===== src/rtl/writeback_stage_pkg.sv =====
// Core-wide constants shared by the writeback path: widths, writeback
// source selects and load opcode encodings (opcode[2:0]).
package writeback_stage_pkg;

   localparam int NB_DATA_DEF = 32;
   localparam int NB_REG_DEF  = 5;

   localparam logic [1:0] WB_SEL_ALU  = 2'b00;
   localparam logic [1:0] WB_SEL_MEM  = 2'b01;
   localparam logic [1:0] WB_SEL_LINK = 2'b10;

   typedef enum logic [2:0] {
      LOAD_LB  = 3'b000,
      LOAD_LH  = 3'b001,
      LOAD_LW  = 3'b011,
      LOAD_LBU = 3'b100,
      LOAD_LHU = 3'b101
   } load_type_e;

endpackage


===== src/rtl/writeback_stage_if.sv =====
// MEM->WB bundle: pipeline controls and MEM results in, register file
// write port and status out. WB_RETIRE_CNT_EN adds the retire counter.
interface writeback_stage_if #(
   parameter int NB_DATA = 32,
   parameter int NB_REG  = 5
);
   logic               i_stall;
   logic               i_flush;
   logic               i_valid;
   logic               i_regwrite;
   logic               i_halt;
   logic [1:0]         i_wb_sel;
   logic [2:0]         i_load_type;
   logic [1:0]         i_byte_off;
   logic [NB_DATA-1:0] i_alu_result;
   logic [NB_DATA-1:0] i_mem_data;
   logic [NB_DATA-1:0] i_pc_plus8;
   logic [NB_REG-1:0]  i_rd;
   logic               o_wenable;
   logic [NB_REG-1:0]  o_addr;
   logic [NB_DATA-1:0] o_data;
   logic               o_halted;
`ifdef WB_RETIRE_CNT_EN
   logic [31:0]        o_retired;

   modport master (
      output i_stall, i_flush, i_valid, i_regwrite, i_halt, i_wb_sel,
             i_load_type, i_byte_off, i_alu_result, i_mem_data, i_pc_plus8, i_rd,
      input  o_wenable, o_addr, o_data, o_halted, o_retired
   );
   modport slave (
      input  i_stall, i_flush, i_valid, i_regwrite, i_halt, i_wb_sel,
             i_load_type, i_byte_off, i_alu_result, i_mem_data, i_pc_plus8, i_rd,
      output o_wenable, o_addr, o_data, o_halted, o_retired
   );
`else
   modport master (
      output i_stall, i_flush, i_valid, i_regwrite, i_halt, i_wb_sel,
             i_load_type, i_byte_off, i_alu_result, i_mem_data, i_pc_plus8, i_rd,
      input  o_wenable, o_addr, o_data, o_halted
   );
   modport slave (
      input  i_stall, i_flush, i_valid, i_regwrite, i_halt, i_wb_sel,
             i_load_type, i_byte_off, i_alu_result, i_mem_data, i_pc_plus8, i_rd,
      output o_wenable, o_addr, o_data, o_halted
   );
`endif
endinterface


===== src/rtl/writeback_stage_load_align.sv =====
// Little-endian load alignment and extension. Halfword selection uses
// byte_off[1] only; unaligned halfwords are silently rounded down.
module writeback_stage_load_align
   import writeback_stage_pkg::*;
#(
   parameter int NB_DATA = 32
) (
   input  logic [2:0]         i_load_type,
   input  logic [1:0]         i_byte_off,
   input  logic [NB_DATA-1:0] i_mem_data,
   output logic [NB_DATA-1:0] o_data
);

   logic [7:0]  byte_sel;
   logic [15:0] half_sel;

   // Pick the addressed byte/halfword, then extend according to the opcode.
   always_comb begin
      case (i_byte_off)
         2'd0:    byte_sel = i_mem_data[7:0];
         2'd1:    byte_sel = i_mem_data[15:8];
         2'd2:    byte_sel = i_mem_data[23:16];
         default: byte_sel = i_mem_data[31:24];
      endcase
      half_sel = i_byte_off[1] ? i_mem_data[31:16] : i_mem_data[15:0];
      case (i_load_type)
         LOAD_LB:  o_data = {{(NB_DATA-8){byte_sel[7]}}, byte_sel};
         LOAD_LBU: o_data = {{(NB_DATA-8){1'b0}}, byte_sel};
         LOAD_LH:  o_data = {{(NB_DATA-16){half_sel[15]}}, half_sel};
         LOAD_LHU: o_data = {{(NB_DATA-16){1'b0}}, half_sel};
         default:  o_data = i_mem_data;   // LW and unknown encodings
      endcase
   end

endmodule


===== src/rtl/writeback_stage.sv =====
// MEM/WB pipeline register plus writeback mux driving the register file
// write port, and the sticky halt flag for the debug path.
// Optional: WB_RETIRE_CNT_EN adds a 32-bit retired-instruction counter.
module writeback_stage
   import writeback_stage_pkg::*;
#(
   parameter int NB_DATA = NB_DATA_DEF,
   parameter int NB_REG  = NB_REG_DEF
) (
   input  logic           clk,
   input  logic           i_reset,
   writeback_stage_if.slave wb
);

   logic               valid_q,    valid_d;
   logic               regwrite_q, regwrite_d;
   logic               halt_q,     halt_d;
   logic [1:0]         wb_sel_q,   wb_sel_d;
   logic [2:0]         ltype_q,    ltype_d;
   logic [1:0]         boff_q,     boff_d;
   logic [NB_DATA-1:0] alu_q,      alu_d;
   logic [NB_DATA-1:0] mem_q,      mem_d;
   logic [NB_DATA-1:0] pc8_q,      pc8_d;
   logic [NB_REG-1:0]  rd_q,       rd_d;
   logic               halted_q,   halted_d;
   logic               load_en;
   logic [NB_DATA-1:0] load_data;

   // A fresh entry is taken only when nothing higher-priority intervenes.
   assign load_en = ~halted_q & ~wb.i_flush & ~wb.i_stall;

   // Next-state of the MEM/WB entry: halted > flush > stall > load.
   always_comb begin
      valid_d    = valid_q;
      regwrite_d = regwrite_q;
      halt_d     = halt_q;
      wb_sel_d   = wb_sel_q;
      ltype_d    = ltype_q;
      boff_d     = boff_q;
      alu_d      = alu_q;
      mem_d      = mem_q;
      pc8_d      = pc8_q;
      rd_d       = rd_q;
      if (halted_q || wb.i_flush) begin
         valid_d = 1'b0;
      end else if (!wb.i_stall) begin
         valid_d    = wb.i_valid;
         regwrite_d = wb.i_regwrite;
         halt_d     = wb.i_halt;
         wb_sel_d   = wb.i_wb_sel;
         ltype_d    = wb.i_load_type;
         boff_d     = wb.i_byte_off;
         alu_d      = wb.i_alu_result;
         mem_d      = wb.i_mem_data;
         pc8_d      = wb.i_pc_plus8;
         rd_d       = wb.i_rd;
      end
      // Sticky once a valid HALT has sat in the register for a cycle.
      halted_d = halted_q | (valid_q & halt_q);
   end

   // MEM/WB register and halt flag; reset clears everything immediately.
   always_ff @(posedge clk or posedge i_reset) begin
      if (i_reset) begin
         valid_q    <= 1'b0;
         regwrite_q <= 1'b0;
         halt_q     <= 1'b0;
         wb_sel_q   <= '0;
         ltype_q    <= '0;
         boff_q     <= '0;
         alu_q      <= '0;
         mem_q      <= '0;
         pc8_q      <= '0;
         rd_q       <= '0;
         halted_q   <= 1'b0;
      end else begin
         valid_q    <= valid_d;
         regwrite_q <= regwrite_d;
         halt_q     <= halt_d;
         wb_sel_q   <= wb_sel_d;
         ltype_q    <= ltype_d;
         boff_q     <= boff_d;
         alu_q      <= alu_d;
         mem_q      <= mem_d;
         pc8_q      <= pc8_d;
         rd_q       <= rd_d;
         halted_q   <= halted_d;
      end
   end

   writeback_stage_load_align #(.NB_DATA(NB_DATA)) u_load_align (
      .i_load_type (ltype_q),
      .i_byte_off  (boff_q),
      .i_mem_data  (mem_q),
      .o_data      (load_data)
   );

   // Writeback source select; the unused 11 encoding falls back to ALU.
   always_comb begin
      case (wb_sel_q)
         WB_SEL_MEM:  wb.o_data = load_data;
         WB_SEL_LINK: wb.o_data = pc8_q;
         default:     wb.o_data = alu_q;
      endcase
   end

   // r0 is hardwired zero and a halted core must not touch the GPRs.
   assign wb.o_wenable = valid_q & regwrite_q & ~halt_q & (rd_q != '0) & ~halted_q;
   assign wb.o_addr    = rd_q;
   assign wb.o_halted  = halted_q;

`ifdef WB_RETIRE_CNT_EN
   logic [31:0] retired_q, retired_d;

   // Count at capture time so a stalled entry is counted only once.
   always_comb begin
      retired_d = retired_q;
      if (load_en && wb.i_valid && !wb.i_halt) retired_d = retired_q + 32'd1;
   end

   // Retire counter register, wraps naturally at 2^32.
   always_ff @(posedge clk or posedge i_reset) begin
      if (i_reset) retired_q <= '0;
      else         retired_q <= retired_d;
   end

   assign wb.o_retired = retired_q;
`else
   logic unused_load_en;
   assign unused_load_en = load_en;
`endif

endmodule


===== src/flat_wrapper.sv =====
// flat-port wrapper written by rule: the top's interface ports become plain ports
module writeback_stage_flat import writeback_stage_pkg::*;
#(
   parameter int NB_DATA = NB_DATA_DEF,
   parameter int NB_REG  = NB_REG_DEF
)
  (clk, i_reset, wb_i_stall, wb_i_flush, wb_i_valid, wb_i_regwrite, wb_i_halt, wb_i_wb_sel, wb_i_load_type, wb_i_byte_off, wb_i_alu_result, wb_i_mem_data, wb_i_pc_plus8, wb_i_rd, wb_o_wenable, wb_o_addr, wb_o_data, wb_o_halted);
  writeback_stage_if #(.NB_DATA(NB_DATA), .NB_REG(NB_REG)) wb_i ();
  input  logic clk;
  input  logic i_reset;
  input wire logic [$bits(wb_i.i_stall)-1:0] wb_i_stall;
  input wire logic [$bits(wb_i.i_flush)-1:0] wb_i_flush;
  input wire logic [$bits(wb_i.i_valid)-1:0] wb_i_valid;
  input wire logic [$bits(wb_i.i_regwrite)-1:0] wb_i_regwrite;
  input wire logic [$bits(wb_i.i_halt)-1:0] wb_i_halt;
  input wire logic [$bits(wb_i.i_wb_sel)-1:0] wb_i_wb_sel;
  input wire logic [$bits(wb_i.i_load_type)-1:0] wb_i_load_type;
  input wire logic [$bits(wb_i.i_byte_off)-1:0] wb_i_byte_off;
  input wire logic [$bits(wb_i.i_alu_result)-1:0] wb_i_alu_result;
  input wire logic [$bits(wb_i.i_mem_data)-1:0] wb_i_mem_data;
  input wire logic [$bits(wb_i.i_pc_plus8)-1:0] wb_i_pc_plus8;
  input wire logic [$bits(wb_i.i_rd)-1:0] wb_i_rd;
  output wire logic [$bits(wb_i.o_wenable)-1:0] wb_o_wenable;
  output wire logic [$bits(wb_i.o_addr)-1:0] wb_o_addr;
  output wire logic [$bits(wb_i.o_data)-1:0] wb_o_data;
  output wire logic [$bits(wb_i.o_halted)-1:0] wb_o_halted;
  assign wb_i.i_stall = wb_i_stall;
  assign wb_i.i_flush = wb_i_flush;
  assign wb_i.i_valid = wb_i_valid;
  assign wb_i.i_regwrite = wb_i_regwrite;
  assign wb_i.i_halt = wb_i_halt;
  assign wb_i.i_wb_sel = wb_i_wb_sel;
  assign wb_i.i_load_type = wb_i_load_type;
  assign wb_i.i_byte_off = wb_i_byte_off;
  assign wb_i.i_alu_result = wb_i_alu_result;
  assign wb_i.i_mem_data = wb_i_mem_data;
  assign wb_i.i_pc_plus8 = wb_i_pc_plus8;
  assign wb_i.i_rd = wb_i_rd;
  assign wb_o_wenable = wb_i.o_wenable;
  assign wb_o_addr = wb_i.o_addr;
  assign wb_o_data = wb_i.o_data;
  assign wb_o_halted = wb_i.o_halted;
  writeback_stage #(.NB_DATA(NB_DATA), .NB_REG(NB_REG)) u_core (.clk(clk), .i_reset(i_reset), .wb(wb_i));
endmodule

===== config.mk =====
export PLATFORM = sky130hd
export DESIGN_NAME = writeback_stage_flat
export DESIGN_NICKNAME = d
export VERILOG_FILES = /design/src/rtl/writeback_stage_pkg.sv /design/src/rtl/writeback_stage_if.sv /design/src/rtl/writeback_stage_load_align.sv /design/src/rtl/writeback_stage.sv /design/src/flat_wrapper.sv
export SDC_FILE = /design/constraint.sdc
export NUM_CORES = 1
export LEC_CHECK = 0
export ABC_AREA = 1
export BUFFER_PORTS_ARGS = -buffer_cell sky130_fd_sc_hd__buf_2
export CAP_MARGIN = 40
export CORE_AREA = 4 4 113 115
export CTS_BUF_LIST = sky130_fd_sc_hd__clkbuf_16
export DETAILED_ROUTE_END_ITERATION = 6
export DIE_AREA = 0 0 117 119
export GPL_TIMING_DRIVEN = 0
export PLACE_DENSITY = 0.8
export SETUP_SLACK_MARGIN = 0.15
export SLEW_MARGIN = 20
export SYNTH_ARGS = -nofsm -noshare
export SYNTH_HDL_FRONTEND = slang
export SYNTH_HIERARCHICAL = 1
export SYNTH_SLANG_ARGS = --single-unit

===== constraint.sdc =====
create_clock -name clk -period 5.5 [get_ports clk]
set_clock_uncertainty 0.2 [all_clocks]
set_input_delay 0.55 -clock clk [delete_from_list [all_inputs] [get_ports clk]]
set_output_delay 0.55 -clock clk [all_outputs]
set_load 0.01 [all_outputs]

==> impl_metrics.toml <==
[route]
drtAntennaViolNets = 0
wl_per_cell_um = 15.48
drtIter0Drc = 655
dr.pass1.iters = 7
route.vias.total = 6402
via_per_inst = 5.260
drc = 3
routed_wl_um = 18840

[setup_path]
ff2ff_setup_slack_ns = 3.80
cp_top_family = "simple AND/OR/NAND/NOR gates"
worstPathCellList = "buf_6 -> nor2_2 -> nand2_1 -> nand3_2 -> nand3_4 -> buf_6 -> nand3_1 -> nand2_1 -> nand2_1 -> nand2_1 -> nand2_1 -> buf_2"
cpMostUsedCell = "nand2_1"
rr_startpoint = "u_core/wb.o_halted$_DFF_PP0_"
reg2reg_depth = 5
cp_num_buf_inv = 3
criticalPathCategory = "flop to output port"
cp_max_fo = 10
reg2reg_to = "u_core/boff_q[1]$_DFFE_PP0P_"
start_kind = "flop"
crit_required_ns = 4.75
worstPathArrival_ns = 2.21
critPathMaxStageDelay_ns = 0.40
end_kind = "output port"
slowest_stage = "dfrtp_1"

[place]
port_buffers = 153
dp_hpwl_um = 14260
gp_congestion = 0.9510

[outcome]
violations = "design-rule violations"
status = "complete, but fails checks"

[synthesis]
synthCells = 900
yosysTopAreaCell = "dfrtp_1"
postSynthAreaPerCell_um2 = 6.918
synthArstFlopShare = 1.000
synth_most_common_cell = "nand2_1"
yosys_most_used_dff = "dfrtp_1"
synth_seq_cells = 112
yosys.cell_types.count = 19
synth_top_cell_area_share = 0.4502
yosysSeqAreaShare = 0.4502
yosysWarnings = 6
synth_area_um2 = 6226
synth_edf_count = 0
syn_nets = 1017
synth.area.top_cells = "dfrtp_1 (45%), nand2_1 (30%), nand3_1 (12%), buf_6 (2.4%), nor2_1 (2.0%)"
synth_commonest_cells = "nand2_1 (493), nand3_1 (151), dfrtp_1 (112)"

[clocking]
post_cts_resized = 0
cts_setup_buffers = 0
clk_pin_slew_ns = 0.07
cts_made_buffers = 9
tritoncts = "yes"
htree_levels = 3
insertion_delay_ns = 0.35
root_buffer = "clkbuf_16"
clock_path_buffers = 2
hold_buffers = 0
cts_sinks = 112

[floorplan]
start_util = 0.5271
num_rows = 40
io_pins = 154
chipWidth_um = 117
core-area_um2 = 11810
dieArea_um2 = 13920
die_h_um = 119

[cells_and_area]
final_nets = 1182
register_area_um2 = 2803
final_util = 0.6327
fill_cells = 1145
multi_input_area_um2 = 2962
diodes = 0
area_growth_pct = 20.04
drive_gt1_frac = 0.2121

[timing]
setup_viol = 0
drv_slew = 0
fin_crit_ns = 2.959
relSlewSlack = 0.6161
hold_viol_final = 0
setup-tns-final_ns = 0
timing.fmax_ghz = 0.3380
rsz0062_at_grt = "no"
timing.final.crit_share = 0.5379
worstMarginPinSlew_ns = 0.5758

[global_route]
grt_pass1_wl_um = 29890
overflow = 0
track_usage = 0.2761
antenna_found_initial = 0
grt_pass1_vias = 6048
grt_max_degree = 67

[min_path]
hold_path.class = "primary input to async pin"

[power_and_ir_drop]
internal_power_uw = 2416
seqPwrFrac = 0.347
power_frac_comb = 0.522
peakVddDrop_v = 0.0003003
clkPwrFrac = 0.131
p_switching_uw = 2178
p_sw_frac = 0.4741
powerDensity_nw_per_um2 = 614.7
p_leak_uw = 0.004422

[run]
maxCapViolations = 0
==> cell type report <==
class | count | share of cell area
inverter | 17 | 0.009208
clock inverter | 7 | 0.005357
multi-input combinational | 711 | 0.3963
timing repair buffer | 154 | 0.1061
tap | 147 | 0.02461
buffer | 60 | 0.05324
clock buffer | 9 | 0.03014
sequential | 112 | 0.3750
==> cell usage in the layout (no fill, tap or decap), types with 11 or more instances in the layout <==
| cell | n |
|---|---|
| buf_2 | 177 |
| buf_4 | 12 |
| buf_6 | 13 |
| clkbuf_1 | 11 |
| dfrtp_1 | 112 |
| inv_1 | 16 |
| nand2_1 | 493 |
| nand3_1 | 151 |
| nor2_1 | 34 |
| o21ai_0 | 18 |
==> how the worst max path moves through the flow <==
| stage | slack, ns | cells after the start | startpoint | endpoint |
|---|---|---|---|---|
| 2_1_floorplan | 1.79 | 1 | i_reset | u_core/alu_q[0]$_DFFE_PP0P_ |
| 3_3_place_gp | 0.52 | 2 | i_reset | u_core/alu_q[3]$_DFFE_PP0P_ |
| 3_5_place_dp | 2.97 | 12 | u_core/boff_q[0]$_DFFE_PP0P_ | wb_o_data[29] |
| 4_1_cts | 2.57 | 11 | u_core/ltype_q[1]$_DFFE_PP0P_ | wb_o_data[1] |
| 5_1_grt | 2.31 | 11 | u_core/ltype_q[1]$_DFFE_PP0P_ | wb_o_data[5] |
| 6_report | 2.54 | 12 | u_core/boff_q[0]$_DFFE_PP0P_ | wb_o_data[30] |
==> worst reg2reg max path, cell delays in order (launching register included) <==
cell,delay (ns)
dfrtp_1,0.42
nor2_2,0.26
buf_4,0.30
buf_2,0.25
nand3_1,0.12
nand2_1,0.08
==> metrics by stage <==
stage	setup WS (ns)	area, um^2	power, uW	cells	hold slack (ns)
finish	2.541	7473	4594	1217	0.01179
CTS	2.566	7473	4597	1217	0.02778
floorplan	1.791	6226	3127	900	0.2417
global placement	0.5183	7176	3931	1200	0.2530
global route	2.307	7473	4998	1217	0.03610
detailed placement	2.971	7208	3983	1201	0.2583
==> sequential cells by signal (all words and copies together) (netlist names), 2 cells and up <==
signal / flops
u_core/alu_q: 32
u_core/boff_q: 2
u_core/ltype_q: 3
u_core/mem_q: 32
u_core/pc8_q: 32
u_core/wb.o_addr: 5
u_core/wb_sel_q: 2
==> kinds of logic after synthesis <==
family | count (synthesis) | synth area share
AOI/OAI and AO/OA | 21 | 0.01809
adders and majority gates | 2 | 0.004019
buffers and inverters | 77 | 0.07416
DFF | 112 | 0.4502
and+or+nand+nor | 688 | 0.4536
==> per-layer routing <==
metal  vias to the layer above  wire length [um]  GRT usage
met3                        27              1258    0.06098
met5                         -                 0          0
met4                         0               470    0.08387
li1                       3156                 -          -
met2                       239              9044     0.4424
met1                      2980              8062     0.3731
==> power groups by stage <==
| stage | Clock (uW) | Combinational (uW) | Sequential [uW] |
|---|---|---|---|
| 6_report | 600 | 2400 | 1600 |
| 5_1_grt | 649 | 2710 | 1640 |
| 4_1_cts | 610 | 2400 | 1590 |
| 3_5_place_dp | 0 | 2390 | 1590 |
| 3_3_place_gp | 0 | 2340 | 1590 |
| 2_1_floorplan | 0 | 1640 | 1490 |
(Power assumes the default switching activity.)
